<file path="src/rtl/sec_monitor_ctrl_if.sv">
// Host word stream and shared table-RAM write port of the security monitor controller.
interface sec_monitor_ctrl_if #(
    parameter int unsigned ADDR_W = 11,
    parameter int unsigned DATA_W = 32
);
    logic              wr_valid;
    logic [DATA_W-1:0] wr_data;
    logic              wr_ready;
    logic              mem_sel;
    logic [ADDR_W-1:0] mem_addr;
    logic [DATA_W-1:0] mem_wdata;
    logic [3:0]        bbr_we;
    logic [3:0]        nhr_we;

    // Host / RAM side: supplies words, observes the RAM write port.
    modport master (
        output wr_valid, wr_data,
        input  wr_ready, mem_sel, mem_addr, mem_wdata, bbr_we, nhr_we
    );

    // Controller side: accepts words, drives the RAM write port.
    modport slave (
        input  wr_valid, wr_data,
        output wr_ready, mem_sel, mem_addr, mem_wdata, bbr_we, nhr_we
    );
endinterface

</file>
<file path="src/rtl/sec_monitor_ctrl.sv">
// Security monitor sequencer: loads bb/next-hop tables, releases the monitor,
// then gates and counts drop_packet alarms.
module sec_monitor_ctrl #(
    parameter int unsigned ADDR_W        = 11,
    parameter int unsigned DATA_W        = 32,
    parameter int unsigned CNT_W         = 16,
    parameter int unsigned SETTLE_CYCLES = 4
) (
    input  logic                 core_sp_clk,
    input  logic                 reset,
    input  logic                 load_start,
    input  logic [ADDR_W:0]      load_len,
    sec_monitor_ctrl_if.slave    bus,
    output logic                 mon_reset,
    input  logic                 drop_packet,
    output logic                 pkt_drop,
    output logic                 alarm,
    input  logic                 alarm_clear,
    output logic [CNT_W-1:0]     alarm_count,
    output logic [DATA_W-1:0]    load_checksum,
    output logic                 load_done,
    output logic                 busy
);
    localparam int unsigned LEN_W   = ADDR_W + 1;
    localparam int unsigned MAX_LEN = 1 << ADDR_W;
    localparam int unsigned SET_W   = (SETTLE_CYCLES > 1) ? $clog2(SETTLE_CYCLES) : 1;

    typedef enum logic [2:0] {IDLE, LOAD_BB, LOAD_NH, SETTLE, RUN} state_t;

    state_t              state_q, state_d;
    logic [LEN_W-1:0]    cnt_q, cnt_d;
    logic [LEN_W-1:0]    len_q, len_d;
    logic [SET_W-1:0]    settle_q, settle_d;
    logic [LEN_W-1:0]    start_len;
    logic                accept;
    logic                counted;
    logic                sel_d;
    logic [ADDR_W-1:0]   addr_d;
    logic [DATA_W-1:0]   wdata_d;
    logic [3:0]          bbr_we_d, nhr_we_d;
    logic                mon_reset_d, pkt_drop_d, alarm_d, load_done_d;
    logic [CNT_W-1:0]    count_d;
    logic [DATA_W-1:0]   csum_d;

    // Table length clamped to the RAM depth.
    assign start_len = (load_len > LEN_W'(MAX_LEN)) ? LEN_W'(MAX_LEN) : load_len;

    // Ready and busy decode the current state directly.
    assign bus.wr_ready = (state_q == LOAD_BB) || (state_q == LOAD_NH);
    assign busy         = (state_q != IDLE) && (state_q != RUN);
    assign accept       = bus.wr_valid && bus.wr_ready;

    // Next-state and next-output decode.
    always_comb begin
        state_d     = state_q;
        cnt_d       = cnt_q;
        len_d       = len_q;
        settle_d    = settle_q;
        sel_d       = bus.mem_sel;
        addr_d      = bus.mem_addr;
        wdata_d     = bus.mem_wdata;
        bbr_we_d    = '0;
        nhr_we_d    = '0;
        mon_reset_d = mon_reset;
        pkt_drop_d  = 1'b0;
        alarm_d     = alarm;
        count_d     = alarm_count;
        csum_d      = load_checksum;
        load_done_d = 1'b0;
        counted     = 1'b0;

        case (state_q)
            IDLE, RUN: begin
                if (state_q == RUN) begin
                    pkt_drop_d = drop_packet;
                    counted    = drop_packet;
                    if (drop_packet) begin
                        alarm_d = 1'b1;
                        if (alarm_count != '1) begin
                            count_d = alarm_count + CNT_W'(1);
                        end
                    end
                end
                if (load_start && (load_len != '0)) begin
                    state_d     = LOAD_BB;
                    cnt_d       = '0;
                    len_d       = start_len;
                    csum_d      = '0;
                    mon_reset_d = 1'b1;
                    sel_d       = 1'b1;
                end
            end
            LOAD_BB, LOAD_NH: begin
                if (accept) begin
                    addr_d  = ADDR_W'(cnt_q);
                    wdata_d = bus.wr_data;
                    csum_d  = load_checksum + bus.wr_data;
                    if (state_q == LOAD_BB) begin
                        bbr_we_d = 4'hF;
                    end else begin
                        nhr_we_d = 4'hF;
                    end
                    if (cnt_q == (len_q - LEN_W'(1))) begin
                        cnt_d = '0;
                        if (state_q == LOAD_BB) begin
                            state_d = LOAD_NH;
                        end else begin
                            // Last strobe still needs the port next cycle; only the reset drops now.
                            state_d     = SETTLE;
                            settle_d    = '0;
                            mon_reset_d = 1'b0;
                        end
                    end else begin
                        cnt_d = cnt_q + LEN_W'(1);
                    end
                end
            end
            SETTLE: begin
                sel_d = 1'b0;
                if (settle_q == SET_W'(SETTLE_CYCLES - 1)) begin
                    state_d     = RUN;
                    load_done_d = 1'b1;
                end else begin
                    settle_d = settle_q + SET_W'(1);
                end
            end
            default: state_d = IDLE;
        endcase

        // A drop counted in the clearing cycle survives the clear.
        if (alarm_clear) begin
            alarm_d = counted;
            count_d = CNT_W'(counted);
        end
    end

    // State and registered outputs.
    always_ff @(posedge core_sp_clk) begin
        if (!reset) begin
            state_q       <= IDLE;
            cnt_q         <= '0;
            len_q         <= '0;
            settle_q      <= '0;
            bus.mem_sel   <= 1'b0;
            bus.mem_addr  <= '0;
            bus.mem_wdata <= '0;
            bus.bbr_we    <= '0;
            bus.nhr_we    <= '0;
            mon_reset     <= 1'b1;
            pkt_drop      <= 1'b0;
            alarm         <= 1'b0;
            alarm_count   <= '0;
            load_checksum <= '0;
            load_done     <= 1'b0;
        end else begin
            state_q       <= state_d;
            cnt_q         <= cnt_d;
            len_q         <= len_d;
            settle_q      <= settle_d;
            bus.mem_sel   <= sel_d;
            bus.mem_addr  <= addr_d;
            bus.mem_wdata <= wdata_d;
            bus.bbr_we    <= bbr_we_d;
            bus.nhr_we    <= nhr_we_d;
            mon_reset     <= mon_reset_d;
            pkt_drop      <= pkt_drop_d;
            alarm         <= alarm_d;
            alarm_count   <= count_d;
            load_checksum <= csum_d;
            load_done     <= load_done_d;
        end
    end
endmodule

</file>
<file path="src/flat_wrapper.sv">
// flat-port wrapper written by rule: the top's interface ports become plain ports
module sec_monitor_ctrl_flat 
#(
    parameter int unsigned ADDR_W        = 11,
    parameter int unsigned DATA_W        = 32,
    parameter int unsigned CNT_W         = 16,
    parameter int unsigned SETTLE_CYCLES = 4
)
  (core_sp_clk, reset, load_start, load_len, mon_reset, drop_packet, pkt_drop, alarm, alarm_clear, alarm_count, load_checksum, load_done, busy, bus_wr_valid, bus_wr_data, bus_wr_ready, bus_mem_sel, bus_mem_addr, bus_mem_wdata, bus_bbr_we, bus_nhr_we);
  sec_monitor_ctrl_if #(.ADDR_W(ADDR_W), .DATA_W(DATA_W)) bus_i ();
  input  logic core_sp_clk;
  input  logic reset;
  input  logic load_start;
  input  logic [ADDR_W:0] load_len;
  output logic mon_reset;
  input  logic drop_packet;
  output logic pkt_drop;
  output logic alarm;
  input  logic alarm_clear;
  output logic [CNT_W-1:0] alarm_count;
  output logic [DATA_W-1:0] load_checksum;
  output logic load_done;
  output logic busy;
  input wire logic [$bits(bus_i.wr_valid)-1:0] bus_wr_valid;
  input wire logic [$bits(bus_i.wr_data)-1:0] bus_wr_data;
  output wire logic [$bits(bus_i.wr_ready)-1:0] bus_wr_ready;
  output wire logic [$bits(bus_i.mem_sel)-1:0] bus_mem_sel;
  output wire logic [$bits(bus_i.mem_addr)-1:0] bus_mem_addr;
  output wire logic [$bits(bus_i.mem_wdata)-1:0] bus_mem_wdata;
  output wire logic [$bits(bus_i.bbr_we)-1:0] bus_bbr_we;
  output wire logic [$bits(bus_i.nhr_we)-1:0] bus_nhr_we;
  assign bus_i.wr_valid = bus_wr_valid;
  assign bus_i.wr_data = bus_wr_data;
  assign bus_wr_ready = bus_i.wr_ready;
  assign bus_mem_sel = bus_i.mem_sel;
  assign bus_mem_addr = bus_i.mem_addr;
  assign bus_mem_wdata = bus_i.mem_wdata;
  assign bus_bbr_we = bus_i.bbr_we;
  assign bus_nhr_we = bus_i.nhr_we;
  sec_monitor_ctrl #(.ADDR_W(ADDR_W), .DATA_W(DATA_W), .CNT_W(CNT_W), .SETTLE_CYCLES(SETTLE_CYCLES)) u_core (.core_sp_clk(core_sp_clk), .reset(reset), .load_start(load_start), .load_len(load_len), .bus(bus_i), .mon_reset(mon_reset), .drop_packet(drop_packet), .pkt_drop(pkt_drop), .alarm(alarm), .alarm_clear(alarm_clear), .alarm_count(alarm_count), .load_checksum(load_checksum), .load_done(load_done), .busy(busy));
endmodule
</file>
<file path="config.mk">
export PLATFORM = sky130hd
export DESIGN_NAME = sec_monitor_ctrl_flat
export DESIGN_NICKNAME = d
export VERILOG_FILES = /design/src/rtl/sec_monitor_ctrl_if.sv /design/src/rtl/sec_monitor_ctrl.sv /design/src/flat_wrapper.sv
export SDC_FILE = /design/constraint.sdc
export NUM_CORES = 1
export LEC_CHECK = 0
export ABC_AREA = 1
export ABC_CLOCK_PERIOD_IN_PS = 5400
export BUFFER_PORTS_ARGS = -buffer_cell sky130_fd_sc_hd__buf_2
export CORE_MARGIN = 2
export CORE_UTILIZATION = 40
export DETAILED_ROUTE_END_ITERATION = 16
export HOLD_SLACK_MARGIN = 0.05
export PLACE_DENSITY = 0.66
export SLEW_MARGIN = 30
export SYNTH_ARGS = -nofsm -noshare
export SYNTH_HDL_FRONTEND = slang
export SYNTH_SLANG_ARGS = --single-unit
</file>
<file path="constraint.sdc">
create_clock -name core_sp_clk -period 5.4 [get_ports core_sp_clk]
set_clock_uncertainty 0.05 [all_clocks]
set_input_delay 0.27 -clock core_sp_clk [delete_from_list [all_inputs] [get_ports core_sp_clk]]
set_output_delay 0.27 -clock core_sp_clk [all_outputs]
set_load 0.02 [all_outputs]
</file>
Yosys cells after proc, flatten, opt, wreduce, memory -nomap -nowiden
Cells that the tools add are included.
{"block": "op_classes", "n_eq_ne": 14, "n_mux": 39, "magnitude_cmp": 1, "addsub": 5, "reduce_logical": 29, "n_bitwise": 1}
{"op": "two-way mux 32 bit", "n": 2}
{"op": "one-hot mux 32 bit (2 select lines)", "n": 1}
{"op": "two-way mux 12 bit", "n": 4}
{"op": "adder 32 bit", "n": 1}
{"op": "one-hot mux 12 bit (2 select lines)", "n": 1}
{"op": "two-way mux 1 bit", "n": 17}
{"op": "adder 16 x 1 -> 16 bit (second input constant)", "n": 1}
{"op": "inequality test 16 bit (second input constant)", "n": 1}
{"op": "nonzero test 2 bit", "n": 7}
{"op": "adder 12 x 1 -> 12 bit (second input constant)", "n": 1}
{"op": "equality test 12 bit", "n": 1}
{"op": "> comparator 12 bit (second input constant)", "n": 1}
{"op": "two-way mux 3 bit", "n": 4}
{"op": "AND reduction 4 bit", "n": 3}
{"op": "nonzero test 12 bit", "n": 1}
{"op": "subtractor 12 x 1 -> 12 bit (second input constant)", "n": 1}
{"op": "AND reduction 5 bit", "n": 2}
{"op": "one-hot mux 3 bit (3 select lines)", "n": 1}
{"op": "AND reduction 3 bit", "n": 3}
{"op": "two-way mux 2 bit", "n": 4}
{"op": "two-way mux 4 bit", "n": 2}
{"op": "inequality test 2 x 1 -> 1 bit (second input constant)", "n": 4}
{"op": "AND reduction 2 bit", "n": 4}
{"op": "equality test 3 x 2 -> 1 bit (second input constant)", "n": 2}
{"op": "other kinds (14)", "n": 20}
{"block": "totals", "output_inout_bits": 106, "wordCells": 105, "register_bits": 133}

Logic depth before layout (Yosys ltp)
Gate-level depths: netlist (run 1).
{"block": "logic_depth", "word_depth": 6, "mapped_depth": 18, "mapped_depth_nobuf": 17}

Least setup slack after synthesis (run 1)
Ideal clock, no wire load.
{"block": "synth_path", "path_type": "reg2reg", "start": "register u_core.load_checksum[0]", "end": "register u_core.load_checksum[28]", "required_ns": 5.218, "stages_incl_launch_ff": 16, "synth_period_minus_slack_ns": 2.273, "path_slack_ns": 3.127, "n_path_buf": 0, "setup_ns": 0.132, "t_arrival_ns": 2.090, "path_cell_list": "dfxtp_1 > ha_1 > inv_1 > fa_1 > inv_1 > nand2_1 > o21ai_0 > a21oi_1 > inv_1 > nand2_1 > nand2_1 > nand3b_1 > nand2_1 > nand2_1 > nand3_1 > a21oi_1"}
{"block": "synth_between", "elab_chain_len": 3}
{"item": "start: declaration", "line_no": "sec_monitor_ctrl.sv:20", "source": "output logic [DATA_W-1:0] load_checksum,"}
{"item": "start signal: assignment", "line_no": "sec_monitor_ctrl.sv:169", "source": "load_checksum <= csum_d;"}
{"item": "adder 32 bit", "line_no": "sec_monitor_ctrl.sv:97", "source": "csum_d = load_checksum + bus.wr_data;"}
{"item": "two-way mux 32 bit", "line_no": "sec_monitor_ctrl.sv:94", "source": "if (accept) begin"}
{"item": "one-hot mux 32 bit (2 select lines)", "line_no": "sec_monitor_ctrl.sv:72", "source": "case (state_q)"}
No other way between the ends. The select of a mux whose other input is x is not followed.
A chain may end at the register's enable or synchronous reset.

Final worst setup path (run 1)
{"block": "layout_path", "start": "register u_core.state_q[2]", "end": "register u_core.bus.mem_addr[3]"}
{"block": "layout_between", "elab_chain_len": 4}
{"item": "start: declaration", "line_no": "sec_monitor_ctrl.sv:30", "source": "state_t state_q, state_d;"}
{"item": "start signal: assignment", "line_no": "sec_monitor_ctrl.sv:156", "source": "state_q <= state_d;"}
{"item": "equality test 3 x 1 -> 1 bit or equality test 3 x 2 -> 1 bit (tied branches)", "line_no": "sec_monitor_ctrl.sv:49, sec_monitor_ctrl.sv:72"}
{"item": "logical OR 1 bit", "line_no": "sec_monitor_ctrl.sv:49", "source": "assign bus.wr_ready = (state_q == LOAD_BB) || (state_q == LOAD_NH);"}
{"item": "logical AND 1 bit", "line_no": "sec_monitor_ctrl.sv:51", "source": "assign accept = bus.wr_valid && bus.wr_ready;"}
{"item": "AND reduction 2 bit (no source line) *"}
{"item": "end signal: assignment", "line_no": "sec_monitor_ctrl.sv:161", "source": "bus.mem_addr <= addr_d;"}
{"item": "end: declaration", "line_no": "sec_monitor_ctrl_if.sv:24", "source": "output wr_ready, mem_sel, mem_addr, mem_wdata, bbr_we, nhr_we"}
Mark *: on every way between the ends. The rest lies on a longest branch, timed or not.

==> run summary, run 1 <==
Outcome -> completed
RSZ-0062 raised after global routing -> no
DR vias -> 7405
Setup TNS -> 0 ns
Critical path arrival -> 3.16 ns
Syn Area/Cell -> 6.86 µm²
Initial Util -> 40.8%
Cts bufs inserted -> 17
Reg clk slew, reported paths -> 0.06 ns
Synth Flop Type -> dfxtp_1
Post-Place Setup Slack -> 2.56 ns
CP startpoint kind -> register
Number of synthesized flops with an enable pin -> 0
Synthesis-to-finish area growth -> 20.2%
CP required -> 5.70 ns
Syn_nets -> 1153
Yosys top cell area share -> 34.7%
IO Port Bufs -> 155
Total number of yosys warnings -> 0
Worst slew pin tran -> 0.898 ns
Longest Clk Path Bufs -> 2
Post-synth ARST share -> 0%
# rows -> 49
Yosys reg bits -> 127
Synthesized area -> 7320 µm²
Crit-path max FO -> 49
Final hold violation count -> 0
Routed wire per std cell -> 13.9 µm
N_diodes -> 0
DIE HEIGHT -> 139 µm
Most frequent cell after synthesis -> nand2_1
Crit. End Element -> register
Die area -> 19400 µm²
Layout cells sized above 1 -> 18.9%
# clock sinks -> 127
ANT nets after route -> 0
Max-slew violations -> 0
Worst slew margin -> 40.1%
Peak VDD IR -> 0.293 mV
HPWL after detailed placement -> 15000 µm
Largest net degree at the start of global routing -> 55
Fmax -> 0.350 GHz
Maxcap violations -> 0
Vias in the first global route -> 6983
R2R Setup Slk -> 2.54 ns
GRT Total Usage -> 20.5%
Ports -> 156
Post-CTS setup buffer count -> 0
P_leak -> 4.07 nW
Total grt overflow -> 0
DRT iter0 DRCs -> 326
Core Region -> 18000 µm²
Residual DRC count -> 0
Final setup violation count -> 0
Final RePlAce weighted congestion -> 0.915
Vias per inst -> 5.11
Fillcell total -> 1891
Initial antenna violation count -> 0
Drt first pass iters -> 7
Clk_lat worst skew -> 0.42 ns
Power density cells -> 453 nW/µm²
Chip width -> 139 µm
Yosys cell types -> 42
Nets@finish -> 1294
Reg area -> 2540 µm²
Area of the multi-input gates -> 4260 µm²
H-tree levels -> 4
Post-CTS resize count -> 0
Synth area leaders -> dfxtp_1, nand2_1, a21oi_1, nor2_1, o21ai_0
Root Driver -> clkbuf_16
Mapped Cells -> 1067
CTS tree -> done
Worst setup margin -> 2.54 ns
Sequential share of the synthesized area -> 34.7%
Tmin final -> 2.86 ns
First-pass GRT wire length -> 33100 µm
Core Util, Final -> 49.0%
Final period util -> 52.9%
Drt total wl -> 20100 µm
Leading area contributor after synthesis -> dfxtp_1
Crit Path Class -> reg -> reg
Synth cell count leaders -> nand2_1, nor2_1, dfxtp_1
Hold WC Path Type -> in -> reg
cell families (layout without fill, tap and decap cells):
logic type,count (synthesis),in the layout,synth area share (%)
adder cells (fa/ha/maj),36,36,6.25
buffers and inverters,123,277,7.13
XOR/XNOR,20,20,2.39
AND/OR/NAND/NOR,517,517,31.2
flip-flops,127,127,34.7
AO/OA/AOI/OAI,244,244,18.3
sequential cells by signal, summed over array words and instances, names as in the netlist, 2 cells and up:
name	cells
u_core.cnt_q	12
u_core.settle_q	2
u_core.len_q	12
u_core.load_checksum	32
u_core.alarm_count	16
u_core.state_q	3
u_core.bus.mem_wdata	32
u_core.bus.mem_addr	11
per-stage QoR:
stage                     std cells  hold slack, ns  power [W]  instance area, µm²
final                          1450          0.0703    0.00398                8800
after detailed placement       1416           0.415    0.00289                8200
after global placement         1416           0.403    0.00287                8200
after global routing           1450          0.0739    0.00426                8800
after floorplan                1067           0.363    0.00248                7320
after CTS                      1450          0.0575    0.00402                8800
worst paths after layout:
path | end | cells after the start | startpoint
setup reg to reg | u_core.bus.mem_addr[3] | 8 | u_core.state_q[2]
hold reg to reg | u_core.bus.mem_sel | 2 | u_core.bus.mem_sel
hold / removal | u_core.len_q[10] | 3 | load_len[10]
setup / recovery | u_core.bus.mem_addr[3] | 8 | u_core.state_q[2]
timing repair:
action                                  CTS  global route
hold buffers                              2             0
endpoints found under the hold margin     2             0
endpoints found under the setup margin    0             0
placed cells by master (no fill, tap or decap), types with 6 or more instances in the layout:
master and instances:
ha_1 35, nor3_1 16, nor2_1 156, clkbuf_16 17
buf_2 155, or2_2 9, o21a_1 6, nand4_1 18
o21ai_0 89, nand3_1 65, a211oi_1 8, inv_1 80
a21oi_1 119, nand3b_1 10, o21bai_1 6, dfxtp_1 127
xor2_1 15, nand2_1 216
power breakdown:
| part | total (W) | leakage, nW | internal [W] | switching, W |
|---|---|---|---|---|
| clock | 0.00112 | 0.283 | 0.000653 | 0.000464 |
| sequential | 0.00122 | 1.03 | 0.00110 | 0.000113 |
| combinational | 0.00165 | 2.75 | 0.000526 | 0.00112 |
worst max-delay path, stage by stage (launching register included):
cell and delay, ns:
dfxtp_1 0.38, nor3_2 0.24, inv_2 0.09, o21ai_4 0.15, nand2_4 0.35, inv_2 0.78, buf_4 0.45, o21ai_0 0.14
a21oi_1 0.15
area by class of cell:
type	count	area share, %
inverter	85	3.64
tap	229	3.26
multi-input combinational	817	48.4
timing repair buffer	160	9.30
clock buffer	18	4.99
sequential	127	28.9
clock inverter	14	1.52
routing by layer:
layer  up-vias  wire [µm]  part of all wire, %  track usage (%)
met5         -          0                    0                0
met4         0        331                  1.6             6.22
met3        27        978                  4.9             3.75
met2       176       9180                   46             33.6
met1      3358       9650                   48             27.5
li1       3844          -                    -                -
(Power assumes the default switching activity.)
==> inputs of run 2 (changes only) <==
ABC_AREA = 0   (was 1)
ABC_CLOCK_PERIOD_IN_PS = 2400   (was 5400)
PLACE_DENSITY = 0.69   (was 0.66)
clock period = 2.4 ns   (was 5.4 ns; I/O delays follow)
==> run summary, run 2 <==
Outcome -> finished with violations (was completed)
Failing checks -> setup timing
Synthesis-to-finish area growth -> 46.4% (was 20.2%)
Chip width -> 134 µm (was 139 µm)
Slowest-stage cell, CP -> or4_4 (was inv_2)
R2R Path End -> u_core.settle_q[1] (was u_core.bus.mem_addr[3])
Hold Path Sink -> u_core.len_q[10] (unchanged)
Maxcap violations -> 0 (unchanged)
Path depth of the worst reg2reg path -> 9 (was 8)
CTS tree -> done (unchanged)
Total grt overflow -> 0 (unchanged)
Synth area leaders -> dfxtp_1, nand2_1, ha_1, a21boi_0, xor2_1 (was dfxtp_1, nand2_1, a21oi_1, nor2_1, o21ai_0)
Synthesized area -> 6720 µm² (was 7320 µm²)
DIE HEIGHT -> 134 µm (was 139 µm)
Root Driver -> clkbuf_16 (unchanged)
CP required -> 2.66 ns (was 5.70 ns)
Max-slew violations -> 0 (unchanged)
N_diodes -> 0 (unchanged)
Tmin final -> 2.89 ns (was 2.86 ns)
Layout cells sized above 1 -> 33.2% (was 18.9%)
Die area -> 17900 µm² (was 19400 µm²)
R2R Path Start -> u_core.len_q[5] (was u_core.state_q[2])
Worst slew pin tran -> 0.639 ns (was 0.898 ns)
Final hold violation count -> 0 (unchanged)
Syn_nets -> 902 (was 1153)
Crit-path max cell delay -> 0.53 ns (was 0.78 ns)
Yosys cell types -> 56 (was 42)
H-tree levels -> 4 (unchanged)
Largest registers in the final layout -> u_core.bus.mem_wdata (32), u_core.load_checksum (32), u_core.alarm_count (16) (unchanged)
P_leak -> 4.32 nW (was 4.07 nW)
Sequential share of the synthesized area -> 37.8% (was 34.7%)
Final RePlAce weighted congestion -> 0.857 (was 0.915)
Crit. End Element -> register (unchanged)
Final setup violation count -> 28 (was 0)
R2R Setup Slk -> -0.49 ns (was 2.54 ns)
Vias per inst -> 5.08 (was 5.11)
Cell chain of the critical path -> or4_4 -> or4_4 -> or4_4 -> a2111oi_4 -> nand2_1 -> mux2i_1 -> nand2_1 -> a22oi_1 -> nor2b_1 (was nor3_2 -> inv_2 -> o21ai_4 -> nand2_4 -> inv_2 -> buf_4 -> o21ai_0 -> a21oi_1)
# rows -> 47 (was 49)
Mapped Cells -> 816 (was 1067)
Yosys reg bits -> 127 (unchanged)
Fmax -> 0.346 GHz (was 0.350 GHz)
Drt first pass iters -> 4 (was 7)
Largest net degree at the start of global routing -> 55 (unchanged)
Power density cells -> 933 nW/µm² (was 453 nW/µm²)
Ports -> 156 (unchanged)
Initial antenna violation count -> 0 (unchanged)
Worst Hold Launch -> load_len[10] (unchanged)
Hold WC Path Type -> in -> reg (unchanged)
First-pass GRT wire length -> 30900 µm (was 33100 µm)
Routed wire per std cell -> 14.6 µm (was 13.9 µm)
Cts bufs inserted -> 17 (unchanged)
Final period util -> 120% (was 52.9%)
WHS -> 0.0836 ns (was 0.0703 ns)
Number of synthesized flops with an enable pin -> 0 (unchanged)
Longest Clk Path Bufs -> 2 (unchanged)
Syn Area/Cell -> 8.23 µm² (was 6.86 µm²)
Drt total wl -> 19400 µm (was 20100 µm)
RSZ-0062 raised after global routing -> yes (was no)
Initial Util -> 40.7% (was 40.8%)
Reg clk slew, reported paths -> 0.06 ns (about the same)
Post-synth ARST share -> 0% (unchanged)
Worst hold path stage count -> 4 (was 3)
Core Region -> 16500 µm² (was 18000 µm²)
Clk_lat worst skew -> 0.42 ns (about the same)
Critical path arrival -> 3.15 ns (was 3.16 ns)
DRT iter0 DRCs -> 310 (was 326)
Critical Path Most Common Cell -> or4_4 (was inv_2)
Crit-path max FO -> 3 (was 49)
DR vias -> 6730 (was 7405)
Total number of yosys warnings -> 0 (unchanged)
# clock sinks -> 127 (unchanged)
ANT nets after route -> 0 (unchanged)
Worst Path Buf+Inv -> 0 (was 3)
Leading area contributor after synthesis -> dfxtp_1 (unchanged)
Fillcell total -> 1477 (was 1891)
Peak VDD IR -> 0.514 mV (was 0.293 mV)
GRT Total Usage -> 21.4% (was 20.5%)
Residual DRC count -> 0 (unchanged)
Crit Path Class -> reg -> reg (unchanged)
Core Util, Final -> 59.5% (was 49.0%)
Cell family with most CP delay -> simple AND/OR/NAND/NOR gates (was buffers and inverters)
Vias in the first global route -> 6395 (was 6983)
Commonest non-fill, non-tap cells in the layout -> buf_2, nand2_1, dfxtp_1 (was nand2_1, nor2_1, buf_2)
Synth cell count leaders -> nand2_1, dfxtp_1, nor2_1 (was nand2_1, nor2_1, dfxtp_1)
Synth Flop Type -> dfxtp_1 (unchanged)
HPWL after detailed placement -> 13200 µm (was 15000 µm)
Commonest non-fill, non-tap cell in the layout -> buf_2 (was nand2_1)
Yosys top cell area share -> 37.8% (was 34.7%)
Nets@finish -> 1180 (was 1294)
Worst setup margin -> -0.488 ns (was 2.54 ns)
IO Port Bufs -> 155 (unchanged)
CP startpoint kind -> register (unchanged)
Worst slew margin -> 57.4% (was 40.1%)
Most frequent cell after synthesis -> nand2_1 (unchanged)
-- run 2: tightest hold or removal path, stage by stage --
cell and delay (ns):
buf_2 0.11, nor3b_1 0.13, a21oi_1 0.11, nor2b_1 0.05
-- run 2: area by class of cell --
type	instances	area, µm²	share of cell area, %
flip-flops and latches	127	2560	26.0
clock inverters	14	218	2.21
well taps	220	275	2.80
clock buffers	17	425	4.33
repair buffers	302	2020	20.5
inverters	20	75.1	0.763
multi-input cells	626	4270	43.4
-- run 2: stage by stage --
stage | instances | area [µm²] | worst slack [ns] | setup TNS [ns] | total power, W
CTS | 1320 | 9640 | -0.483 | -7.57 | 0.00905
global route | 1326 | 9840 | -0.611 | -10.82 | 0.00969
detailed placement | 1240 | 8400 | -0.469 | -7.74 | 0.00603
global placement | 1240 | 8400 | -0.438 | -6.76 | 0.00596
floorplan | 816 | 6840 | -0.363 | -3.44 | 0.00481
finish | 1326 | 9840 | -0.488 | -7.65 | 0.00917
-- run 2: power breakdown --
group          total (W)  switching [W]  internal (W)
Sequential       0.00263       0.000203       0.00243
Combinational    0.00371        0.00213       0.00158
Clock            0.00284        0.00100       0.00184
-- run 2: how the worst max path moves through the flow --
stage / from / end / cells past startpoint / slack, ns
floorplan: u_core.len_q[5] / u_core.settle_q[1] / 9 / -0.36
global placement: u_core.len_q[5] / u_core.settle_q[1] / 9 / -0.44
detailed placement: u_core.len_q[5] / u_core.settle_q[1] / 9 / -0.47
CTS: u_core.len_q[5] / u_core.settle_q[1] / 9 / -0.48
global route: u_core.len_q[5] / u_core.settle_q[1] / 9 / -0.61
finish: u_core.len_q[5] / u_core.settle_q[1] / 9 / -0.49
-- run 2: routing by layer --
| metal | vias up | GRT usage [%] | routed length, µm |
|---|---|---|---|
| met5 | - | 0 | 0 |
| met4 | 0 | 9.04 | 478 |
| met3 | 33 | 3.23 | 741 |
| met2 | 170 | 36.1 | 9230 |
| met1 | 3118 | 27.3 | 8930 |
| li1 | 3409 | - | - |
-- run 2: logic make-up after synthesis --
| family | synth area share [%] |
|---|---|
| flip-flops | 37.8 |
| AND/OR/NAND/NOR | 22.5 |
| XOR/XNOR | 8.08 |
| AO/OA/AOI/OAI | 20.6 |
| buffers and inverters | 3.85 |
| multiplexers | 0.298 |
| adder cells (fa/ha/maj) | 6.82 |
-- run 2: what timing repair did --
item | 4_1_cts | 5_1_grt
hold buffers | 47 | 0
pin swaps | 37 | 18
resized for setup | 37 | 37
setup endpoints to repair | 33 | 40
hold endpoints to repair | 49 | 0
buffers inserted | 3 | 6
==> inputs of run 3 (changes only) <==
BUFFER_PORTS_ARGS = not set   (was -buffer_cell sky130_fd_sc_hd__buf_2)
DONT_BUFFER_PORTS = 1   (was not set)
PLACE_DENSITY = 0.6   (was 0.69)
SKIP_LAST_GASP = 1   (was not set)
==> run summary, run 3 (same netlist as run 2, synthesis figures left out) <==
Outcome -> finished with violations (unchanged)
Failing checks -> setup timing (unchanged)
Crit Path Class -> reg -> reg (unchanged)
Residual DRC count -> 0 (unchanged)
ANT nets after route -> 0 (unchanged)
Longest Clk Path Bufs -> 2 (unchanged)
Chip width -> 134 µm (unchanged)
H-tree levels -> 4 (unchanged)
Routed wire per std cell -> 15.8 µm (was 14.6 µm)
IO Port Bufs -> 0 (was 155)
Power density cells -> 926 nW/µm² (was 933 nW/µm²)
Slowest-stage cell, CP -> a2111oi_1 (was or4_4)
CP startpoint kind -> register (unchanged)
# rows -> 47 (unchanged)
Crit. End Element -> register (unchanged)
Core Region -> 16500 µm² (unchanged)
Worst setup margin -> -0.466 ns (was -0.488 ns)
R2R Path Start -> u_core.len_q[4] (was u_core.len_q[5])
Peak VDD IR -> 0.485 mV (was 0.514 mV)
CTS tree -> done (unchanged)
Die area -> 17900 µm² (unchanged)
Final hold violation count -> 0 (unchanged)
Cell family with most CP delay -> simple AND/OR/NAND/NOR gates (unchanged)
DR vias -> 6236 (was 6730)
R2R Path End -> u_core.settle_q[1] (unchanged)
Largest registers in the final layout -> u_core.bus.mem_wdata (32), u_core.load_checksum (32), u_core.alarm_count (16) (unchanged)
Reg area -> 2560 µm² (about the same)
HPWL after detailed placement -> 12600 µm (was 13200 µm)
Worst Path Buf+Inv -> 1 (was 0)
R2R Setup Slk -> -0.47 ns (was -0.49 ns)
Vias per inst -> 5.18 (was 5.08)
Cell chain of the critical path -> buf_4 -> or3_1 -> or3_1 -> a2111oi_1 -> nand4_1 -> a2111oi_4 -> nand2_1 -> mux2i_1 -> nand2_1 -> a22oi_1 -> nor2b_1 (was or4_4 -> or4_4 -> or4_4 -> a2111oi_4 -> nand2_1 -> mux2i_1 -> nand2_1 -> a22oi_1 -> nor2b_1)
Final setup violation count -> 33 (was 28)
Cts bufs inserted -> 17 (unchanged)
Root Driver -> clkbuf_16 (unchanged)
First-pass GRT wire length -> 30800 µm (was 30900 µm)
Worst hold path stage count -> 3 (was 4)
Fmax -> 0.349 GHz (was 0.346 GHz)
Nets@finish -> 1057 (was 1180)
Power Total -> 0.00858 W (was 0.00917 W)
Setup TNS -> -8.33 ns (was -7.65 ns)
CP required -> 2.66 ns (about the same)
DRT iter0 DRCs -> 215 (was 310)
Total grt overflow -> 0 (unchanged)
P_leak -> 3.70 nW (was 4.32 nW)
Worst Hold Launch -> bus_wr_data[28] (was load_len[10])
Critical path arrival -> 3.13 ns (was 3.15 ns)
Final RePlAce weighted congestion -> 0.848 (was 0.857)
GRT Total Usage -> 21.2% (was 21.4%)
Ports -> 156 (unchanged)
Largest net degree at the start of global routing -> 78 (was 55)
Hold Path Sink -> u_core.load_checksum[28] (was u_core.len_q[10])
Vias in the first global route -> 6235 (was 6395)
Drt first pass iters -> 4 (unchanged)
Clk_lat worst skew -> 0.42 ns (about the same)
Drt total wl -> 19000 µm (was 19400 µm)
Hold WC Path Type -> in -> reg (unchanged)
Commonest non-fill, non-tap cell in the layout -> nand2_1 (was buf_2)
Max-slew violations -> 0 (unchanged)
Core Util, Final -> 56.0% (was 59.5%)
Final period util -> 119% (was 120%)
RSZ-0062 raised after global routing -> yes (unchanged)
Initial antenna violation count -> 0 (unchanged)
Area of the multi-input gates -> 4260 µm² (was 4270 µm²)
Fillcell total -> 1486 (was 1477)
Crit-path max FO -> 3 (unchanged)
N_diodes -> 0 (unchanged)
Tmin final -> 2.87 ns (was 2.89 ns)
Layout cells sized above 1 -> 24.4% (was 33.2%)
Reg clk slew, reported paths -> 0.06 ns (about the same)
Maxcap violations -> 0 (unchanged)
Synthesis-to-finish area growth -> 37.8% (was 46.4%)
Crit-path max cell delay -> 0.44 ns (was 0.53 ns)
Worst slew pin tran -> 0.765 ns (was 0.639 ns)
Worst slew margin -> 48.9% (was 57.4%)
Commonest non-fill, non-tap cells in the layout -> nand2_1, dfxtp_1, buf_4 (was buf_2, nand2_1, dfxtp_1)
DIE HEIGHT -> 134 µm (unchanged)
Initial Util -> 40.7% (unchanged)
Path depth of the worst reg2reg path -> 11 (was 9)
# clock sinks -> 127 (unchanged)
[run 3: what timing repair did]
action / in CTS / in global routing
gates resized for setup: 30 / 48
pin swaps: 37 / 35
hold endpoints to repair: 96 / 0
endpoints found under the setup margin: 31 / 43
setup buffers: 8 / 12
hold buffers: 52 / 0
[run 3: cell type report]
type | instances | area share (%)
Clock buffer | 17 | 4.59
Clock inverter | 14 | 1.22
Inverter | 20 | 0.811
Multi-Input combinational cell | 626 | 46.0
Sequential cell | 127 | 27.6
Tap cell | 220 | 2.97
Timing Repair Buffer | 179 | 16.8
[run 3: metrics by stage]
stage | std cells | setup slack [ns] | hold WS [ns] | instance area [µm²]
after floorplan | 816 | -0.363 | 0.196 | 6840
after global placement | 1104 | -0.457 | 0.197 | 7790
after detailed placement | 1104 | -0.478 | 0.200 | 7790
after CTS | 1194 | -0.451 | 0.0515 | 9010
after global routing | 1203 | -0.696 | 0.0707 | 9260
final | 1203 | -0.466 | 0.0420 | 9260
[run 3: power breakdown]
part	switching (W)	leakage, nW	total, W	internal, W
logic	0.00183	2.42	0.00333	0.00150
clock network	0.00105	0.254	0.00238	0.00133
registers	0.000440	1.03	0.00287	0.00243
[run 3: per-layer routing]
layer / global-route usage [%] / up-vias / part of all wire [%] / routed length [µm]
li1: - / 3168 / - / -
met1: 26.6 / 2912 / 46 / 8720
met2: 35.1 / 127 / 47 / 8940
met3: 5.63 / 29 / 4.8 / 921
met4: 7.57 / 0 / 2.3 / 431
met5: 0 / - / 0 / 0
[run 3: worst max-delay path by stage]
stage	startpoint	endpoint	cells after the start	slack, ns
after detailed placement	u_core.len_q[5]	u_core.settle_q[1]	9	-0.48
after CTS	u_core.len_q[5]	u_core.settle_q[1]	9	-0.45
final	u_core.len_q[4]	u_core.settle_q[1]	11	-0.47
after floorplan	u_core.len_q[5]	u_core.settle_q[1]	9	-0.36
after global placement	u_core.len_q[5]	u_core.settle_q[1]	9	-0.46
after global routing	u_core.len_q[4]	u_core.settle_q[1]	11	-0.70
[run 3: worst register-to-register path: cells and delay by family, from the launching register on]
kind,cells,cell delay (ns)
simple gates,6,1.20
flops,1,0.32
compound gates,3,0.86
buf+inv,1,0.13
mux,1,0.20
